<file path="config.mk">
export PLATFORM = sky130hd
export DESIGN_NAME = fetch_packet_sender_flat
export DESIGN_NICKNAME = d
export VERILOG_FILES = /design/src/rtl/fetch_packet_sender_if.sv /design/src/rtl/fetch_packet_sender.sv /design/src/flat_wrapper.sv
export SDC_FILE = /design/constraint.sdc
export NUM_CORES = 1
export LEC_CHECK = 0
export BUFFER_PORTS_ARGS = -buffer_cell sky130_fd_sc_hd__buf_4
export CAP_MARGIN = 30
export CORE_AREA = 2 2 279 281
export DETAILED_ROUTE_END_ITERATION = 6
export DIE_AREA = 0 0 281 283
export GPL_TIMING_DRIVEN = 0
export PLACE_DENSITY = 0.61
export SETUP_SLACK_MARGIN = 0.15
export SLEW_MARGIN = 25
export SYNTH_ARGS = -nofsm -noshare
export SYNTH_HDL_FRONTEND = slang
export SYNTH_SLANG_ARGS = --single-unit
</file>
<file path="constraint.sdc">
create_clock -name clk -period 4.34 [get_ports clk]
set_clock_uncertainty 0.1 [all_clocks]
set_input_delay 0.217 -clock clk [delete_from_list [all_inputs] [get_ports clk]]
set_output_delay 0.217 -clock clk [all_outputs]
set_load 0.01 [all_outputs]
</file>
<file path="src/rtl/fetch_packet_sender_if.sv">
// rtl/fetch_packet_sender_if.sv - I-cache request/response and IQ write bundle for the fetch packet sender
interface fetch_packet_sender_if #(
    parameter int CP_W = 8
);
    logic                flush_i;
    logic [31:0]         flushTarget_i;
    logic                stopFetch_i;
    logic                icReq_o;
    logic [31:0]         icAddr_o;
    logic                icAddrOk_i;
    logic                icDataOk_i;
    logic [127:0]        icData_i;
    logic                icHasExc_i;
    logic [4:0]          icExcCode_i;
    logic                icRefill_i;
    logic [3:0]          bpTake_i;
    logic [127:0]        bpDest_i;
    logic [4*CP_W-1:0]   bpInfo_i;
    logic                IF_valid_o;
    logic [3:0]          IF_instEnable_o;
    logic [2:0]          IF_instNum_o;
    logic [31:0]         IF_instBasePC_o;
    logic [127:0]        IF_inst_p_o;
    logic [127:0]        IF_predDest_p_o;
    logic [3:0]          IF_predTake_p_o;
    logic [4*CP_W-1:0]   IF_predInfo_p_o;
    logic                IF_hasException_o;
    logic [4:0]          IF_ExcCode_o;
    logic                IF_isRefill_o;

    modport master (
        input  flush_i, flushTarget_i, stopFetch_i,
        input  icAddrOk_i, icDataOk_i, icData_i, icHasExc_i, icExcCode_i, icRefill_i,
        input  bpTake_i, bpDest_i, bpInfo_i,
        output icReq_o, icAddr_o,
        output IF_valid_o, IF_instEnable_o, IF_instNum_o, IF_instBasePC_o,
        output IF_inst_p_o, IF_predDest_p_o, IF_predTake_p_o, IF_predInfo_p_o,
        output IF_hasException_o, IF_ExcCode_o, IF_isRefill_o
    );

    modport slave (
        output flush_i, flushTarget_i, stopFetch_i,
        output icAddrOk_i, icDataOk_i, icData_i, icHasExc_i, icExcCode_i, icRefill_i,
        output bpTake_i, bpDest_i, bpInfo_i,
        input  icReq_o, icAddr_o,
        input  IF_valid_o, IF_instEnable_o, IF_instNum_o, IF_instBasePC_o,
        input  IF_inst_p_o, IF_predDest_p_o, IF_predTake_p_o, IF_predInfo_p_o,
        input  IF_hasException_o, IF_ExcCode_o, IF_isRefill_o
    );
endinterface

</file>
<file path="src/rtl/fetch_packet_sender.sv">
// rtl/fetch_packet_sender.sv - fetch PC holder, I-cache requester and IQ packet builder
module fetch_packet_sender #(
    parameter logic [31:0] RESET_PC = 32'hBFC0_0000,
    parameter int          CP_W     = 8
) (
    input  logic                   clk,
    input  logic                   rst,
    fetch_packet_sender_if.master  bus
);
    typedef enum logic [1:0] {REQ, WAIT, DROP, HALT} state_t;

    state_t             state;
    logic [31:0]        pc;
    logic               pkt_valid;
    logic               ds_pending;
    logic [31:0]        ds_target;

    logic [3:0]         pkt_enable;
    logic [2:0]         pkt_num;
    logic [31:0]        pkt_base;
    logic [127:0]       pkt_inst;
    logic [127:0]       pkt_dest;
    logic [3:0]         pkt_take;
    logic [4*CP_W-1:0]  pkt_info;
    logic               pkt_exc;
    logic [4:0]         pkt_code;
    logic               pkt_refill;

    logic               consumed;
    logic               can_issue;
    logic               req_fire;

    logic [1:0]         off;
    logic [2:0]         raw_n;
    logic [127:0]       al_inst;
    logic [127:0]       al_dest;
    logic [3:0]         al_take;
    logic [4*CP_W-1:0]  al_info;
    logic               tk_found;
    logic [1:0]         tk_idx;
    logic [2:0]         b_count;
    logic [31:0]        b_next;
    logic               b_ds;
    logic [31:0]        b_ds_tgt;
    logic [3:0]         b_take;

    assign consumed  = pkt_valid & ~bus.stopFetch_i & ~bus.flush_i;
    assign can_issue = ~pkt_valid | consumed;
    assign bus.icReq_o  = rst & (state == REQ) & (pc[1:0] == 2'b00) & can_issue;
    assign bus.icAddr_o = {pc[31:4], 4'b0000};
    assign req_fire  = bus.icReq_o & bus.icAddrOk_i;

    assign bus.IF_valid_o        = pkt_valid & ~bus.stopFetch_i & ~bus.flush_i;
    assign bus.IF_instEnable_o   = pkt_enable;
    assign bus.IF_instNum_o      = pkt_num;
    assign bus.IF_instBasePC_o   = pkt_base;
    assign bus.IF_inst_p_o       = pkt_inst;
    assign bus.IF_predDest_p_o   = pkt_dest;
    assign bus.IF_predTake_p_o   = pkt_take;
    assign bus.IF_predInfo_p_o   = pkt_info;
    assign bus.IF_hasException_o = pkt_exc;
    assign bus.IF_ExcCode_o      = pkt_code;
    assign bus.IF_isRefill_o     = pkt_refill;

    // Shift the returned group down so aligned slot 0 is the word at the fetch PC
    assign off     = pc[3:2];
    assign raw_n   = 3'd4 - {1'b0, off};
    assign al_inst = bus.icData_i >> {off, 5'b00000};
    assign al_dest = bus.bpDest_i >> {off, 5'b00000};
    assign al_take = bus.bpTake_i >> off;
    assign al_info = bus.bpInfo_i >> (CP_W * int'(off));

    // Truncate after the first predicted-taken branch plus its delay slot
    always_comb begin
        tk_found = 1'b0;
        tk_idx   = 2'd0;
        for (int i = 3; i >= 0; i--) begin
            if (al_take[i]) begin
                tk_found = 1'b1;
                tk_idx   = 2'(i);
            end
        end
        b_count  = raw_n;
        b_next   = {pc[31:4] + 28'd1, 4'b0000};
        b_ds     = 1'b0;
        b_ds_tgt = ds_target;
        b_take   = al_take;
        if (ds_pending) begin
            b_count = 3'd1;
            b_next  = ds_target;
            b_take  = 4'b0000;
        end else if (tk_found) begin
            if ({1'b0, tk_idx} + 3'd1 < raw_n) begin
                b_count = {1'b0, tk_idx} + 3'd2;
                b_next  = al_dest[{tk_idx, 5'b00000} +: 32];
            end else begin
                b_ds     = 1'b1;
                b_ds_tgt = al_dest[{tk_idx, 5'b00000} +: 32];
            end
        end
        if (bus.icHasExc_i) begin
            b_count = 3'd1;
            b_ds    = 1'b0;
        end
    end

    function automatic logic [3:0] therm(input logic [2:0] cnt);
        case (cnt)
            3'd1:    therm = 4'b0001;
            3'd2:    therm = 4'b0011;
            3'd3:    therm = 4'b0111;
            default: therm = 4'b1111;
        endcase
    endfunction

    // Fetch FSM, PC update and registered packet fields
    always_ff @(posedge clk or negedge rst) begin
        if (!rst) begin
            state      <= REQ;
            pc         <= RESET_PC;
            pkt_valid  <= 1'b0;
            ds_pending <= 1'b0;
            ds_target  <= 32'd0;
            pkt_enable <= 4'd0;
            pkt_num    <= 3'd0;
            pkt_base   <= 32'd0;
            pkt_inst   <= '0;
            pkt_dest   <= '0;
            pkt_take   <= 4'd0;
            pkt_info   <= '0;
            pkt_exc    <= 1'b0;
            pkt_code   <= 5'd0;
            pkt_refill <= 1'b0;
        end else if (bus.flush_i) begin
            pc         <= bus.flushTarget_i;
            pkt_valid  <= 1'b0;
            ds_pending <= 1'b0;
            // A still-outstanding response must be swallowed before the next request
            if ((state == WAIT && !bus.icDataOk_i) || (state == DROP && !bus.icDataOk_i) ||
                (state == REQ && req_fire))
                state <= DROP;
            else
                state <= REQ;
        end else begin
            if (consumed)
                pkt_valid <= 1'b0;
            case (state)
                REQ: begin
                    if (pc[1:0] != 2'b00) begin
                        if (can_issue) begin
                            pkt_valid  <= 1'b1;
                            pkt_enable <= 4'b0001;
                            pkt_num    <= 3'd1;
                            pkt_base   <= pc;
                            pkt_inst   <= '0;
                            pkt_dest   <= '0;
                            pkt_take   <= 4'd0;
                            pkt_info   <= '0;
                            pkt_exc    <= 1'b1;
                            pkt_code   <= 5'h04;
                            pkt_refill <= 1'b0;
                            state      <= HALT;
                        end
                    end else if (req_fire) begin
                        state <= WAIT;
                    end
                end
                WAIT: begin
                    if (bus.icDataOk_i) begin
                        pkt_valid  <= 1'b1;
                        pkt_enable <= therm(b_count);
                        pkt_num    <= b_count;
                        pkt_base   <= pc;
                        pkt_inst   <= al_inst;
                        pkt_dest   <= al_dest;
                        pkt_take   <= b_take;
                        pkt_info   <= al_info;
                        pkt_exc    <= bus.icHasExc_i;
                        pkt_code   <= bus.icHasExc_i ? bus.icExcCode_i : 5'd0;
                        pkt_refill <= bus.icHasExc_i & bus.icRefill_i;
                        ds_pending <= b_ds;
                        ds_target  <= b_ds_tgt;
                        if (bus.icHasExc_i) begin
                            state <= HALT;
                        end else begin
                            pc    <= b_next;
                            state <= REQ;
                        end
                    end
                end
                DROP: begin
                    if (bus.icDataOk_i)
                        state <= REQ;
                end
                default: ;
            endcase
        end
    end
endmodule

</file>
<file path="src/flat_wrapper.sv">
// flat-port wrapper written by rule: the top's interface ports become plain ports
module fetch_packet_sender_flat 
#(
    parameter logic [31:0] RESET_PC = 32'hBFC0_0000,
    parameter int          CP_W     = 8
)
  (clk, rst, bus_flush_i, bus_flushTarget_i, bus_stopFetch_i, bus_icAddrOk_i, bus_icDataOk_i, bus_icData_i, bus_icHasExc_i, bus_icExcCode_i, bus_icRefill_i, bus_bpTake_i, bus_bpDest_i, bus_bpInfo_i, bus_icReq_o, bus_icAddr_o, bus_IF_valid_o, bus_IF_instEnable_o, bus_IF_instNum_o, bus_IF_instBasePC_o, bus_IF_inst_p_o, bus_IF_predDest_p_o, bus_IF_predTake_p_o, bus_IF_predInfo_p_o, bus_IF_hasException_o, bus_IF_ExcCode_o, bus_IF_isRefill_o);
  fetch_packet_sender_if #(.CP_W(CP_W)) bus_i ();
  input  logic clk;
  input  logic rst;
  input wire logic [$bits(bus_i.flush_i)-1:0] bus_flush_i;
  input wire logic [$bits(bus_i.flushTarget_i)-1:0] bus_flushTarget_i;
  input wire logic [$bits(bus_i.stopFetch_i)-1:0] bus_stopFetch_i;
  input wire logic [$bits(bus_i.icAddrOk_i)-1:0] bus_icAddrOk_i;
  input wire logic [$bits(bus_i.icDataOk_i)-1:0] bus_icDataOk_i;
  input wire logic [$bits(bus_i.icData_i)-1:0] bus_icData_i;
  input wire logic [$bits(bus_i.icHasExc_i)-1:0] bus_icHasExc_i;
  input wire logic [$bits(bus_i.icExcCode_i)-1:0] bus_icExcCode_i;
  input wire logic [$bits(bus_i.icRefill_i)-1:0] bus_icRefill_i;
  input wire logic [$bits(bus_i.bpTake_i)-1:0] bus_bpTake_i;
  input wire logic [$bits(bus_i.bpDest_i)-1:0] bus_bpDest_i;
  input wire logic [$bits(bus_i.bpInfo_i)-1:0] bus_bpInfo_i;
  output wire logic [$bits(bus_i.icReq_o)-1:0] bus_icReq_o;
  output wire logic [$bits(bus_i.icAddr_o)-1:0] bus_icAddr_o;
  output wire logic [$bits(bus_i.IF_valid_o)-1:0] bus_IF_valid_o;
  output wire logic [$bits(bus_i.IF_instEnable_o)-1:0] bus_IF_instEnable_o;
  output wire logic [$bits(bus_i.IF_instNum_o)-1:0] bus_IF_instNum_o;
  output wire logic [$bits(bus_i.IF_instBasePC_o)-1:0] bus_IF_instBasePC_o;
  output wire logic [$bits(bus_i.IF_inst_p_o)-1:0] bus_IF_inst_p_o;
  output wire logic [$bits(bus_i.IF_predDest_p_o)-1:0] bus_IF_predDest_p_o;
  output wire logic [$bits(bus_i.IF_predTake_p_o)-1:0] bus_IF_predTake_p_o;
  output wire logic [$bits(bus_i.IF_predInfo_p_o)-1:0] bus_IF_predInfo_p_o;
  output wire logic [$bits(bus_i.IF_hasException_o)-1:0] bus_IF_hasException_o;
  output wire logic [$bits(bus_i.IF_ExcCode_o)-1:0] bus_IF_ExcCode_o;
  output wire logic [$bits(bus_i.IF_isRefill_o)-1:0] bus_IF_isRefill_o;
  assign bus_i.flush_i = bus_flush_i;
  assign bus_i.flushTarget_i = bus_flushTarget_i;
  assign bus_i.stopFetch_i = bus_stopFetch_i;
  assign bus_i.icAddrOk_i = bus_icAddrOk_i;
  assign bus_i.icDataOk_i = bus_icDataOk_i;
  assign bus_i.icData_i = bus_icData_i;
  assign bus_i.icHasExc_i = bus_icHasExc_i;
  assign bus_i.icExcCode_i = bus_icExcCode_i;
  assign bus_i.icRefill_i = bus_icRefill_i;
  assign bus_i.bpTake_i = bus_bpTake_i;
  assign bus_i.bpDest_i = bus_bpDest_i;
  assign bus_i.bpInfo_i = bus_bpInfo_i;
  assign bus_icReq_o = bus_i.icReq_o;
  assign bus_icAddr_o = bus_i.icAddr_o;
  assign bus_IF_valid_o = bus_i.IF_valid_o;
  assign bus_IF_instEnable_o = bus_i.IF_instEnable_o;
  assign bus_IF_instNum_o = bus_i.IF_instNum_o;
  assign bus_IF_instBasePC_o = bus_i.IF_instBasePC_o;
  assign bus_IF_inst_p_o = bus_i.IF_inst_p_o;
  assign bus_IF_predDest_p_o = bus_i.IF_predDest_p_o;
  assign bus_IF_predTake_p_o = bus_i.IF_predTake_p_o;
  assign bus_IF_predInfo_p_o = bus_i.IF_predInfo_p_o;
  assign bus_IF_hasException_o = bus_i.IF_hasException_o;
  assign bus_IF_ExcCode_o = bus_i.IF_ExcCode_o;
  assign bus_IF_isRefill_o = bus_i.IF_isRefill_o;
  fetch_packet_sender #(.RESET_PC(RESET_PC), .CP_W(CP_W)) u_core (.clk(clk), .rst(rst), .bus(bus_i));
endmodule
</file>
==> results of run 1 <==
## cells in the mapped netlist (9+ instances only)
library cell | n | area, µm²
a21oi_1 | 134 | 671
clkbuf_1 | 141 | 529
a211oi_1 | 27 | 203
o22ai_1 | 23 | 144
buf_2 | 53 | 265
a221o_1 | 11 | 110
buf_4 | 49 | 368
nor2_1 | 109 | 409
a221oi_1 | 13 | 114
dfrtp_1 | 397 | 9930
or4_1 | 10 | 75.1
nand3_1 | 155 | 776
a32o_1 | 40 | 400
nand4_1 | 16 | 100
a21o_1 | 11 | 82.6
mux2_2 | 25 | 282
buf_1 | 14 | 52.6
a31oi_1 | 18 | 113
o31ai_1 | 92 | 691
nand2_1 | 643 | 2410
nor3_1 | 14 | 70.1
mux2i_1 | 203 | 2030
dfstp_2 | 9 | 236
nor2b_1 | 34 | 213
xnor2_1 | 17 | 149
o21ai_1 | 41 | 205
o2111ai_1 | 9 | 78.8
o221ai_1 | 16 | 140
inv_1 | 15 | 56.3
o21ai_0 | 124 | 621
## per-layer routing
layer | vias to the layer above | part of all wire (%) | track usage (%)
met5 | - | 0.017 | 0
met2 | 1570 | 47 | 55.1
met1 | 12700 | 37 | 39.0
li1 | 11300 | - | -
met3 | 355 | 10 | 9.48
met4 | 4 | 5.7 | 16.8
## critical path, cell delays in order, from the launching register on
cell	delay, ns
dfrtp_1	0.40
buf_4	0.21
buf_4	0.25
buf_4	0.34
buf_2	0.39
buf_2	0.48
mux2i_1	0.23
dlygate4sd3_1	0.56
nand2_1	0.06
a32o_1	0.27
dlygate4sd3_1	0.56
## per-stage QoR
step,utilization [%],setup TNS [ns]
floorplan,-,0
global placement,38.1,-621.35
finish,45.0,0
CTS,44.9,0
detailed placement,38.5,-23.24
global route,45.0,0
## how the worst max path moves through the flow
stage / to / slack (ns)
finish: u_core.bus.IF_inst_p_o[29]$_DFFE_PN0P_ / 0.31
global route: u_core.bus.IF_instEnable_o[1]$_DFFE_PN0P_ / 0.15
CTS: u_core.bus.IF_instEnable_o[1]$_DFFE_PN0P_ / 0.21
detailed placement: u_core.bus.IF_instEnable_o[1]$_DFFE_PN0P_ / -0.84
global placement: u_core.bus.IF_inst_p_o[102]$_DFFE_PN0P_ / -1.60
floorplan: u_core.bus.IF_instNum_o[1]$_DFFE_PN0P_ / 1.06
## cell type report
cell class              instances  area, µm²  share of cell area [%]
clock buffers                  76       1500                    4.35
multi-input cells            1904      11200                    32.4
plain buffers                 261       1300                    3.76
repair buffers               1030       8680                    25.2
inverters                      16       60.1                   0.174
clock inverters                16        279                   0.809
diodes                         15       37.5                   0.109
flip-flops and latches        406      10200                    29.5
well taps                    1040       1300                    3.77
## timing repair
item,CTS,global route
pin swaps,1,1
setup buffers,1,0
endpoints found under the setup margin,71,11
gates resized for setup,6,7
endpoints found under the hold margin,450,0
hold buffers,314,0
## cells by family after synthesis
kind of cell / Yosys count
AOI/OAI and AO/OA: 607
xor gates and xnor gates: 24
adders and majority gates: 7
buffers and inverters: 279
DFF: 406
muxes: 228
other: 1
and+or+nand+nor: 1034
## state kept, by name, indices dropped and copies added, names as in the netlist
name / flops
u_core.ds_pending: 1
u_core.pkt_valid: 1
u_core.state: 2
u_core.bus.IF_predDest_p_o: 128
u_core.bus.IF_predTake_p_o: 4
u_core.pc: 32
u_core.bus.IF_predInfo_p_o: 32
u_core.bus.IF_hasException_o: 1
u_core.bus.IF_instNum_o: 3
u_core.bus.IF_isRefill_o: 1
u_core.ds_target: 32
u_core.bus.IF_ExcCode_o: 5
u_core.bus.IF_instBasePC_o: 32
u_core.bus.IF_instEnable_o: 4
u_core.bus.IF_inst_p_o: 128
## power breakdown
part	internal (mW)	leakage, nW	switching (mW)
Combinational	4.46	10.6	7.62
Sequential	4.98	5.42	0.956
Clock	2.76	0.862	1.91
==> run summary, run 1 <==
Status -> complete, no violations
Worst hold slack -> 0.0275 ns
Die span in x -> 281 µm
Gr usage total -> 33.2%
Simple-gate share of the synthesized area -> 19.8%
Non-Filler Instances -> 4764
Final Hold Viols -> 0
Period minus WS final -> 4.03 ns
Worst skew pair latency -> 0.63 ns
Hold EP -> u_core.bus.IF_predDest_p_o[38]$_DFFE_PN0P_
Most frequent cells in the layout -> buf_4 (753), nand2_1 (642), dfrtp_1 (397)
Power Dens Cells -> 657 mW/mm²
Critical path arrival -> 4.44 ns
Netlist cell types -> 78
R2R Setup Slk -> 0.31 ns
Most common cell after layout, fill and taps aside -> buf_4
Post-DR vias/cell -> 5.46
CTS tree -> done
Synth Area in Compound Gates -> 17.7%
Worst hold-check path type -> in -> reg
Top FF cell, synth -> dfrtp_1
Core ar. -> 0.0767 mm²
Deepest clock path buffer count -> 3
DRT Pass-1 Iters -> 6
Largest family of logic cells by synthesized area -> simple AND/OR/NAND/NOR gates
FF-to-FF Start -> u_core.pc[2]$_DFFE_PN0P_
Final Max Tran Viols -> 0
DP Worst Slack -> -0.841 ns
Fin crit share -> 92.9%
Crit path launch type -> flop
H-tree depth -> 2
Worst EP required -> 4.75 ns
Placer congestion estimate -> 0.988
IO Count -> 709
Remaining DRCs -> 0
Area Growth Syn to Fin -> 52.5%
R2R depth -> 10
HPWL Detailed -> 106 mm
Placed Instance Area -> 0.0295 mm²
Filler instances -> 7638
Hold path cells -> 5
Reg-to-reg endpoint -> u_core.bus.IF_inst_p_o[29]$_DFFE_PN0P_
Vias in the first global route -> 26400
Worst Path Class, Setup -> reg -> reg
Netlist Area Pre-Place -> 0.0226 mm²
PortBufs -> 703
Max Clk Rate -> 0.248 GHz
Total gr overflow -> 0
Crit-path max FO -> 10
Cell count after synthesis -> 2586
VDD IR-drop max -> 0.000352 V
Synth Area in Adders -> 0.387%
WL/cell -> 28.6 µm
CP Capture Type -> flop
Slew @ Worst Pin -> 1.04 ns
Cts bufs inserted -> 51
First-pass GRT wire length -> 191 mm
Number of synthesized flops with an enable pin -> 0
Power Total -> 22.7 mW
# setup viols final -> 0
Post-route setup slack -> 0.310 ns
Initial core utilization -> 29.5%
Syn_area_per_cell -> 8.75 µm²
Post-synthesis mux area share -> 10.2%
Site Rows -> 102
Fraction of synthesized cell area in xor and xnor cells -> 0.929%
Largest net degree at the start of global routing -> 86
Unrepaired setup endpoints after global routing -> no
TritonCTS Sinks -> 406
Hold_sp -> bus_bpDest_i[38]
Final nets -> 4014
Design Area, Final -> 0.0345 mm²
Slew HR -> 30.5%
Vias -> 26000
Antenna-violating nets left -> 0
Ratio of cells with drive above 1 in the final layout -> 26.5%
Sequential element share of the synthesized area -> 44.9%
Routed WL -> 136 mm
Initial DRC count -> 2467
Worst Setup SP -> u_core.pc[2]$_DFFE_PN0P_
DIE AREA -> 0.0795 mm²
Synth Register Bits -> 406
Synth async-reset ratio -> 100%
Static leakage -> 16.9 nW
Antenna violations before repair -> 20
Die Ht -> 283 µm
Inst Count DP -> 4344
Yosys warnings -> 0
Max-cap violations -> 0
CTS root buf -> clkbuf_16
Clk slew on worst S/H paths -> 0.07 ns
Note: power is estimated with default switching activity, not from simulation.
==> inputs of run 2 (changes only) <==
--- a/config.mk
+++ b/config.mk
@@ -7,13 +7,14 @@
 export LEC_CHECK = 0
 export BUFFER_PORTS_ARGS = -buffer_cell sky130_fd_sc_hd__buf_4
 export CAP_MARGIN = 30
-export CORE_AREA = 2 2 279 281
+export CELL_PAD_IN_SITES_DETAIL_PLACEMENT = 1
+export CELL_PAD_IN_SITES_GLOBAL_PLACEMENT = 2
+export CORE_UTILIZATION = 30
 export DETAILED_ROUTE_END_ITERATION = 6
-export DIE_AREA = 0 0 281 283
 export GPL_TIMING_DRIVEN = 0
-export PLACE_DENSITY = 0.61
+export PLACE_DENSITY = 0.91
 export SETUP_SLACK_MARGIN = 0.15
-export SLEW_MARGIN = 25
+export SLEW_MARGIN = 20
 export SYNTH_ARGS = -nofsm -noshare
 export SYNTH_HDL_FRONTEND = slang
 export SYNTH_SLANG_ARGS = --single-unit
==> run 2 against run 1 <==
Against the previous run:
- sequential power is essentially flat
- clock power shrank 3%
- non-clock buffer count shrank 17
- via count grew 2.2%
- sequential cell count is the same
- cell area shrank 0.92%
- critical path type unchanged
==> run summary, run 2 (synthesis gave the netlist of run 1 again) <==
Inst Count DP -> 4268 (was 4344)
Ratio of cells with drive above 1 in the final layout -> 26.6% (was 26.5%)
Final Hold Viols -> 0 (unchanged)
Most frequent cells in the layout -> buf_4 (752), nand2_1 (642), dfrtp_1 (397) (was buf_4 (753), nand2_1 (642), dfrtp_1 (397))
Slew @ Worst Pin -> 1.06 ns (was 1.04 ns)
H-tree depth -> 2 (unchanged)
WL/cell -> 30.7 µm (was 28.6 µm)
Slew HR -> 29.6% (was 30.5%)
Non-Filler Instances -> 4680 (was 4764)
Antenna-violating nets left -> 0 (unchanged)
Post-DR vias/cell -> 5.67 (was 5.46)
Filler instances -> 8773 (was 7638)
Routed WL -> 144 mm (was 136 mm)
Final Max Tran Viols -> 0 (unchanged)
# setup viols final -> 0 (unchanged)
Final nets -> 3997 (was 4014)
HPWL Detailed -> 108 mm (was 106 mm)
CTS tree -> done (unchanged)
Status -> complete, no violations (unchanged)
Initial DRC count -> 2175 (was 2467)
Total gr overflow -> 0 (unchanged)
Placed Instance Area -> 0.0293 mm² (was 0.0295 mm²)
Critical Path End -> u_core.pc[26]$_DFFE_PN1P_ (was u_core.bus.IF_inst_p_o[29]$_DFFE_PN0P_)
Fin crit share -> 95.8% (was 92.9%)
Worst skew pair latency -> 0.62 ns (was 0.63 ns)
Gr usage total -> 36.5% (was 33.2%)
Power Dens Cells -> 669 mW/mm² (was 657 mW/mm²)
Max-cap violations -> 0 (unchanged)
VDD IR-drop max -> 0.000348 V (was 0.000352 V)
DRT Pass-1 Iters -> 5 (was 6)
Power Total -> 22.9 mW (was 22.7 mW)
Clk slew on worst S/H paths -> 0.07 ns (about the same)
Cts bufs inserted -> 51 (unchanged)
CP Capture Type -> flop (unchanged)
Vias -> 26600 (was 26000)
IO Count -> 709 (unchanged)
Crit-path max FO -> 10 (unchanged)
Max Clk Rate -> 0.241 GHz (was 0.248 GHz)
Worst EP required -> 4.76 ns (was 4.75 ns)
First-pass GRT wire length -> 204 mm (was 191 mm)
R2R Setup Slk -> 0.18 ns (was 0.31 ns)
Placer congestion estimate -> 0.999 (was 0.988)
Initial core utilization -> 30.4% (was 29.5%)
Unrepaired setup endpoints after global routing -> no (unchanged)
Most common cell after layout, fill and taps aside -> buf_4 (unchanged)
Critical path arrival -> 4.58 ns (was 4.44 ns)
TritonCTS Sinks -> 406 (unchanged)
Crit path launch type -> flop (unchanged)
Die Ht -> 277 µm (was 283 µm)
Period minus WS final -> 4.16 ns (was 4.03 ns)
Worst hold slack -> 0.0167 ns (was 0.0275 ns)
Vias in the first global route -> 28200 (was 26400)
Site Rows -> 100 (was 102)
Deepest clock path buffer count -> 3 (unchanged)
Worst hold-check path type -> in -> async (was in -> reg)
Core ar. -> 0.0746 mm² (was 0.0767 mm²)
Antenna violations before repair -> 22 (was 20)
Design Area, Final -> 0.0342 mm² (was 0.0345 mm²)
Worst Setup SP -> u_core.pc[2]$_DFFE_PN0P_ (unchanged)
PortBufs -> 703 (unchanged)
FF-to-FF Start -> u_core.pc[2]$_DFFE_PN0P_ (unchanged)
Remaining DRCs -> 0 (unchanged)
Static leakage -> 16.8 nW (was 16.9 nW)
Die span in x -> 277 µm (was 281 µm)
Reg-to-reg endpoint -> u_core.pc[26]$_DFFE_PN1P_ (was u_core.bus.IF_inst_p_o[29]$_DFFE_PN0P_)
CTS root buf -> clkbuf_16 (unchanged)
Area Growth Syn to Fin -> 51.1% (was 52.5%)
Worst Path Class, Setup -> reg -> reg (unchanged)
DIE AREA -> 0.0765 mm² (was 0.0795 mm²)
Largest net degree at the start of global routing -> 92 (was 86)
R2R depth -> 15 (was 10)
run 2: cell type report:
class                           instances  area, µm²  share of cell area (%)
Buffer                                261       1300                    3.79
Antenna cell                           20       50.0                   0.146
Clock inverter                         16        206                   0.604
Inverter                               16       60.1                   0.176
Timing Repair Buffer                 1013       8480                    24.8
Sequential cell                       406      10200                    29.8
Tap cell                              969       1210                    3.55
Clock buffer                           75       1520                    4.44
Multi-Input combinational cell       1904      11200                    32.7
run 2: repair_timing:
action	in CTS	in global routing
gates resized for setup	8	13
hold buffers	302	0
pin swaps	2	1
setup buffers	1	0
endpoints found under the hold margin	437	0
setup endpoints to repair	71	23
run 2: worst max-delay path, stage by stage (launching register included):
cell,delay [ns]
dfrtp_1,0.43
buf_4,0.20
nor2b_1,0.27
nor3_2,0.08
nand3b_1,0.15
buf_2,0.31
clkbuf_4,0.34
nor3_2,0.09
ha_1,0.33
a21oi_2,0.22
o21ai_4,0.12
a21o_1,0.28
clkbuf_4,0.27
buf_2,0.26
a211oi_2,0.43
o21ai_1,0.15
run 2: metrics by stage:
step / TNS (ns) / util (%) / setup slack [ns]
final: 0 / 45.8 / 0.183
after global routing: 0 / 45.8 / 0.139
after CTS: 0 / 45.7 / 0.162
after detailed placement: -22.37 / 39.3 / -0.826
after global placement: -649.52 / 39.1 / -1.65
after floorplan: 0 / - / 1.06
run 2: worst min-delay path by stage:
stage / cells past startpoint / slack [ns] / to / startpoint
3_5_place_dp: 1 / 0.07 / u_core.bus.IF_predDest_p_o[50]$_DFFE_PN0P_ / rst
6_report: 2 / 0.02 / u_core.bus.IF_predDest_p_o[91]$_DFFE_PN0P_ / rst
5_1_grt: 5 / 0.03 / u_core.bus.IF_predInfo_p_o[8]$_DFFE_PN0P_ / bus_bpInfo_i[8]
2_1_floorplan: 0 / -0.18 / u_core.bus.IF_ExcCode_o[0]$_DFFE_PN0P_ / rst
3_3_place_gp: 3 / 0.34 / u_core.bus.IF_ExcCode_o[4]$_DFFE_PN0P_ / bus_icExcCode_i[4]
4_1_cts: 4 / 0.003 / u_core.pc[17]$_DFFE_PN0P_ / bus_flushTarget_i[17]
run 2: metal layers:
layer  routed length (µm)  up-vias  global-route usage (%)
met3                13300      405                    10.8
met2                66600     1449                    59.3
met1                53900    13400                    42.4
met5                   63        -                       0
li1                     -    11300                       -
met4                 9970       12                    22.6
run 2: report_power, final:
| group | leakage, nW | internal [mW] | switching (mW) |
|---|---|---|---|
| combinational | 10.5 | 4.43 | 7.99 |
| sequential | 5.42 | 4.98 | 0.951 |
| clock | 0.843 | 2.65 | 1.88 |
| total | 16.8 | 12.1 | 10.8 |
==> inputs of run 3 (changes only) <==
--- a/config.mk
+++ b/config.mk
@@ -12,7 +12,7 @@
 export CORE_UTILIZATION = 30
 export DETAILED_ROUTE_END_ITERATION = 6
 export GPL_TIMING_DRIVEN = 0
-export PLACE_DENSITY = 0.91
+export PLACE_DENSITY = 0.93
 export SETUP_SLACK_MARGIN = 0.15
 export SLEW_MARGIN = 20
 export SYNTH_ARGS = -nofsm -noshare
==> run 3 against run 2 <==
Against the previous run:
- non-clock buffer count is 1 higher
- worst setup slack better by 0.076 ns
- die area stayed put
- largest cell class unchanged
- clock-buffer cell count is 2 higher
- critical path type unchanged
- first-iteration DRC count is 0.37% lower
- largest power group unchanged
- highest routed layer unchanged
==> run summary, run 3 (synthesis gave the netlist of run 1 again) <==
Worst EP required -> 4.74 ns (was 4.76 ns)
Site Rows -> 100 (unchanged)
HPWL Detailed -> 109 mm (was 108 mm)
Worst Path Class, Setup -> reg -> reg (unchanged)
Slew @ Worst Pin -> 1.25 ns (was 1.06 ns)
DRT Pass-1 Iters -> 5 (unchanged)
Ratio of cells with drive above 1 in the final layout -> 26.4% (was 26.6%)
# setup viols final -> 0 (unchanged)
Final Hold Viols -> 0 (unchanged)
Met3 WL -> 12.8 mm (was 13.3 mm)
Total gr overflow -> 0 (unchanged)
Status -> complete, no violations (unchanged)
Vias in the first global route -> 27900 (was 28200)
TritonCTS Sinks -> 406 (unchanged)
WL/cell -> 30.9 µm (was 30.7 µm)
Non-Filler Instances -> 4670 (was 4680)
Gr usage total -> 36.8% (was 36.5%)
Max incr delay on CP -> 0.57 ns (was 0.43 ns)
First-pass GRT wire length -> 205 mm (was 204 mm)
Die Ht -> 277 µm (unchanged)
Clk slew on worst S/H paths -> 0.06 ns (was 0.07 ns)
Period minus WS final -> 4.08 ns (was 4.16 ns)
Placed Instance Area -> 0.0293 mm² (about the same)
Met2 wire length -> 67.8 mm (was 66.6 mm)
Initial DRC count -> 2167 (was 2175)
Post-DR vias/cell -> 5.67 (about the same)
Initial core utilization -> 30.4% (unchanged)
Family with the most delay on the worst path -> buffers and inverters (unchanged)
Routed met1 length -> 54.9 mm (was 53.9 mm)
Placer congestion estimate -> 1.00 (was 0.999)
Deepest clock path buffer count -> 3 (unchanged)
Worst skew pair latency -> 0.62 ns (about the same)
Crit-path max FO -> 10 (unchanged)
Die span in x -> 277 µm (unchanged)
Power Dens Cells -> 666 mW/mm² (was 669 mW/mm²)
Core ar. -> 0.0746 mm² (unchanged)
Most frequent cells in the layout -> buf_4 (752), nand2_1 (642), dfrtp_1 (397) (unchanged)
Routed WL -> 144 mm (about the same)
Vias -> 26500 (was 26600)
Critical path arrival -> 4.48 ns (was 4.58 ns)
Most used cell, CP -> buf_4
CP Capture Type -> flop (unchanged)
DIE AREA -> 0.0765 mm² (unchanged)
PortBufs -> 703 (unchanged)
WP buf/inv -> 7 (was 5)
Max Clk Rate -> 0.245 GHz (was 0.241 GHz)
Crit path launch type -> flop (unchanged)
Final nets -> 3997 (unchanged)
CP cell instances -> buf_4, buf_4, buf_4, buf_2, buf_2, mux2i_1, dlygate4sd3_1, nand2_1, a32o_1, dlygate4sd3_1 (was buf_4, nor2b_1, nor3_2, nand3b_1, buf_2, clkbuf_4, nor3_2, ha_1, a21oi_2, o21ai_4, a21o_1, clkbuf_4, buf_2, a211oi_2, o21ai_1)
CTS tree -> done (unchanged)
Fin crit share -> 94.0% (was 95.8%)
Area Growth Syn to Fin -> 50.3% (was 51.1%)
Antenna-violating nets left -> 0 (unchanged)
CTS root buf -> clkbuf_16 (unchanged)
Top layer used by detailed routing -> met5 (unchanged)
VDD IR-drop max -> 0.000331 V (was 0.000348 V)
H-tree depth -> 2 (unchanged)
Remaining DRCs -> 0 (unchanged)
Slew HR -> 15.3% (was 29.6%)
Cts bufs inserted -> 50 (was 51)
Final Max Tran Viols -> 0 (unchanged)
Design Area, Final -> 0.0340 mm² (was 0.0342 mm²)
Most common cell after layout, fill and taps aside -> buf_4 (unchanged)
Max-cap violations -> 0 (unchanged)
Inst Count DP -> 4267 (was 4268)
Slowest CP cell -> dlygate4sd3_1 (was dfrtp_1)
Static leakage -> 16.7 nW (was 16.8 nW)
Worst hold-check path type -> in -> reg (was in -> async)
Largest net degree at the start of global routing -> 91 (was 92)
IO Count -> 709 (unchanged)
Antenna violations before repair -> 14 (was 22)
Unrepaired setup endpoints after global routing -> yes (was no)
run 3: cell types whose count changed in the layout (fill, tap and decap cells not counted), sizes merged:
cell / before / now
clkinvlp: 3 / 2
clkinv: 7 / 8
clkbuf: 217 / 221
diode: 20 / 11
bufinv: 4 / 0
buf: 830 / 829
run 3: where the power goes:
part	internal, mW	leakage [nW]	switching (mW)
combinational	4.44	10.5	8.04
clock	2.35	0.771	1.87
sequential	4.98	5.42	0.960
total	11.8	16.7	10.9
run 3: path summary, 6_finish.rpt:
kind	end	slack, ns	from	cells after the start
min in group asynchronous	u_core.bus.IF_predDest_p_o[3]$_DFFE_PN0P_	0.07	rst	2
worst max-delay path	u_core.bus.IF_inst_p_o[1]$_DFFE_PN0P_	0.26	u_core.pc[2]$_DFFE_PN0P_	10
max in group asynchronous	u_core.bus.IF_inst_p_o[46]$_DFFE_PN0P_	2.63	rst	4
worst min register to register	u_core.bus.IF_inst_p_o[126]$_DFFE_PN0P_	0.36	u_core.bus.IF_inst_p_o[126]$_DFFE_PN0P_	2
worst min-delay path	u_core.bus.IF_predDest_p_o[21]$_DFFE_PN0P_	0.02	bus_bpDest_i[21]	5
worst max register to register	u_core.bus.IF_inst_p_o[1]$_DFFE_PN0P_	0.26	u_core.pc[2]$_DFFE_PN0P_	10
run 3: timing repair:
action,4_1_cts,5_1_grt
buffers inserted,1,0
hold endpoints to repair,330,0
hold buffers,302,0
setup endpoints to repair,71,55
resized for setup,5,19
pin swaps,1,0
run 3: cell type report:
| class | count | area [µm²] |
|---|---|---|
| fill | 8810 | 40600 |
| multi-input combinational | 1904 | 11200 |
| sequential | 406 | 10200 |
| timing repair buffer | 1014 | 8470 |
| clock buffer | 77 | 1480 |
| buffer | 261 | 1300 |
| tap | 969 | 1210 |
| clock inverter | 12 | 83.8 |
| inverter | 16 | 60.1 |
| antenna | 11 | 27.5 |
run 3: metrics by stage:
step	power [mW]	hold slack, ns	setup TNS (ns)	setup WS (ns)	utilization [%]
2_1_floorplan	11.5	-0.179	0	1.06	-
5_1_grt	23.5	0.0552	0	0.113	45.6
3_3_place_gp	17.3	0.339	-629.12	-1.60	39.1
6_report	22.6	0.0216	0	0.259	45.6
4_1_cts	22.2	0.000964	0	0.0175	45.4
3_5_place_dp	17.5	0.140	-21.87	-0.781	39.3
run 3: worst register-to-register path: stages (launching register included):
cell and delay (ns):
dfrtp_1 0.41, buf_4 0.22, buf_4 0.24, buf_4 0.33, buf_2 0.45, buf_2 0.45, mux2i_1 0.24, dlygate4sd3_1 0.57
nand2_1 0.07, a32o_1 0.30, dlygate4sd3_1 0.57
run 3: layer usage:
metal / vias up / global-route usage, %
li1: 11300 / -
met1: 13400 / 43.2
met2: 1377 / 61.1
met3: 394 / 10.2
met4: 8 / 19.5
met5: - / 0
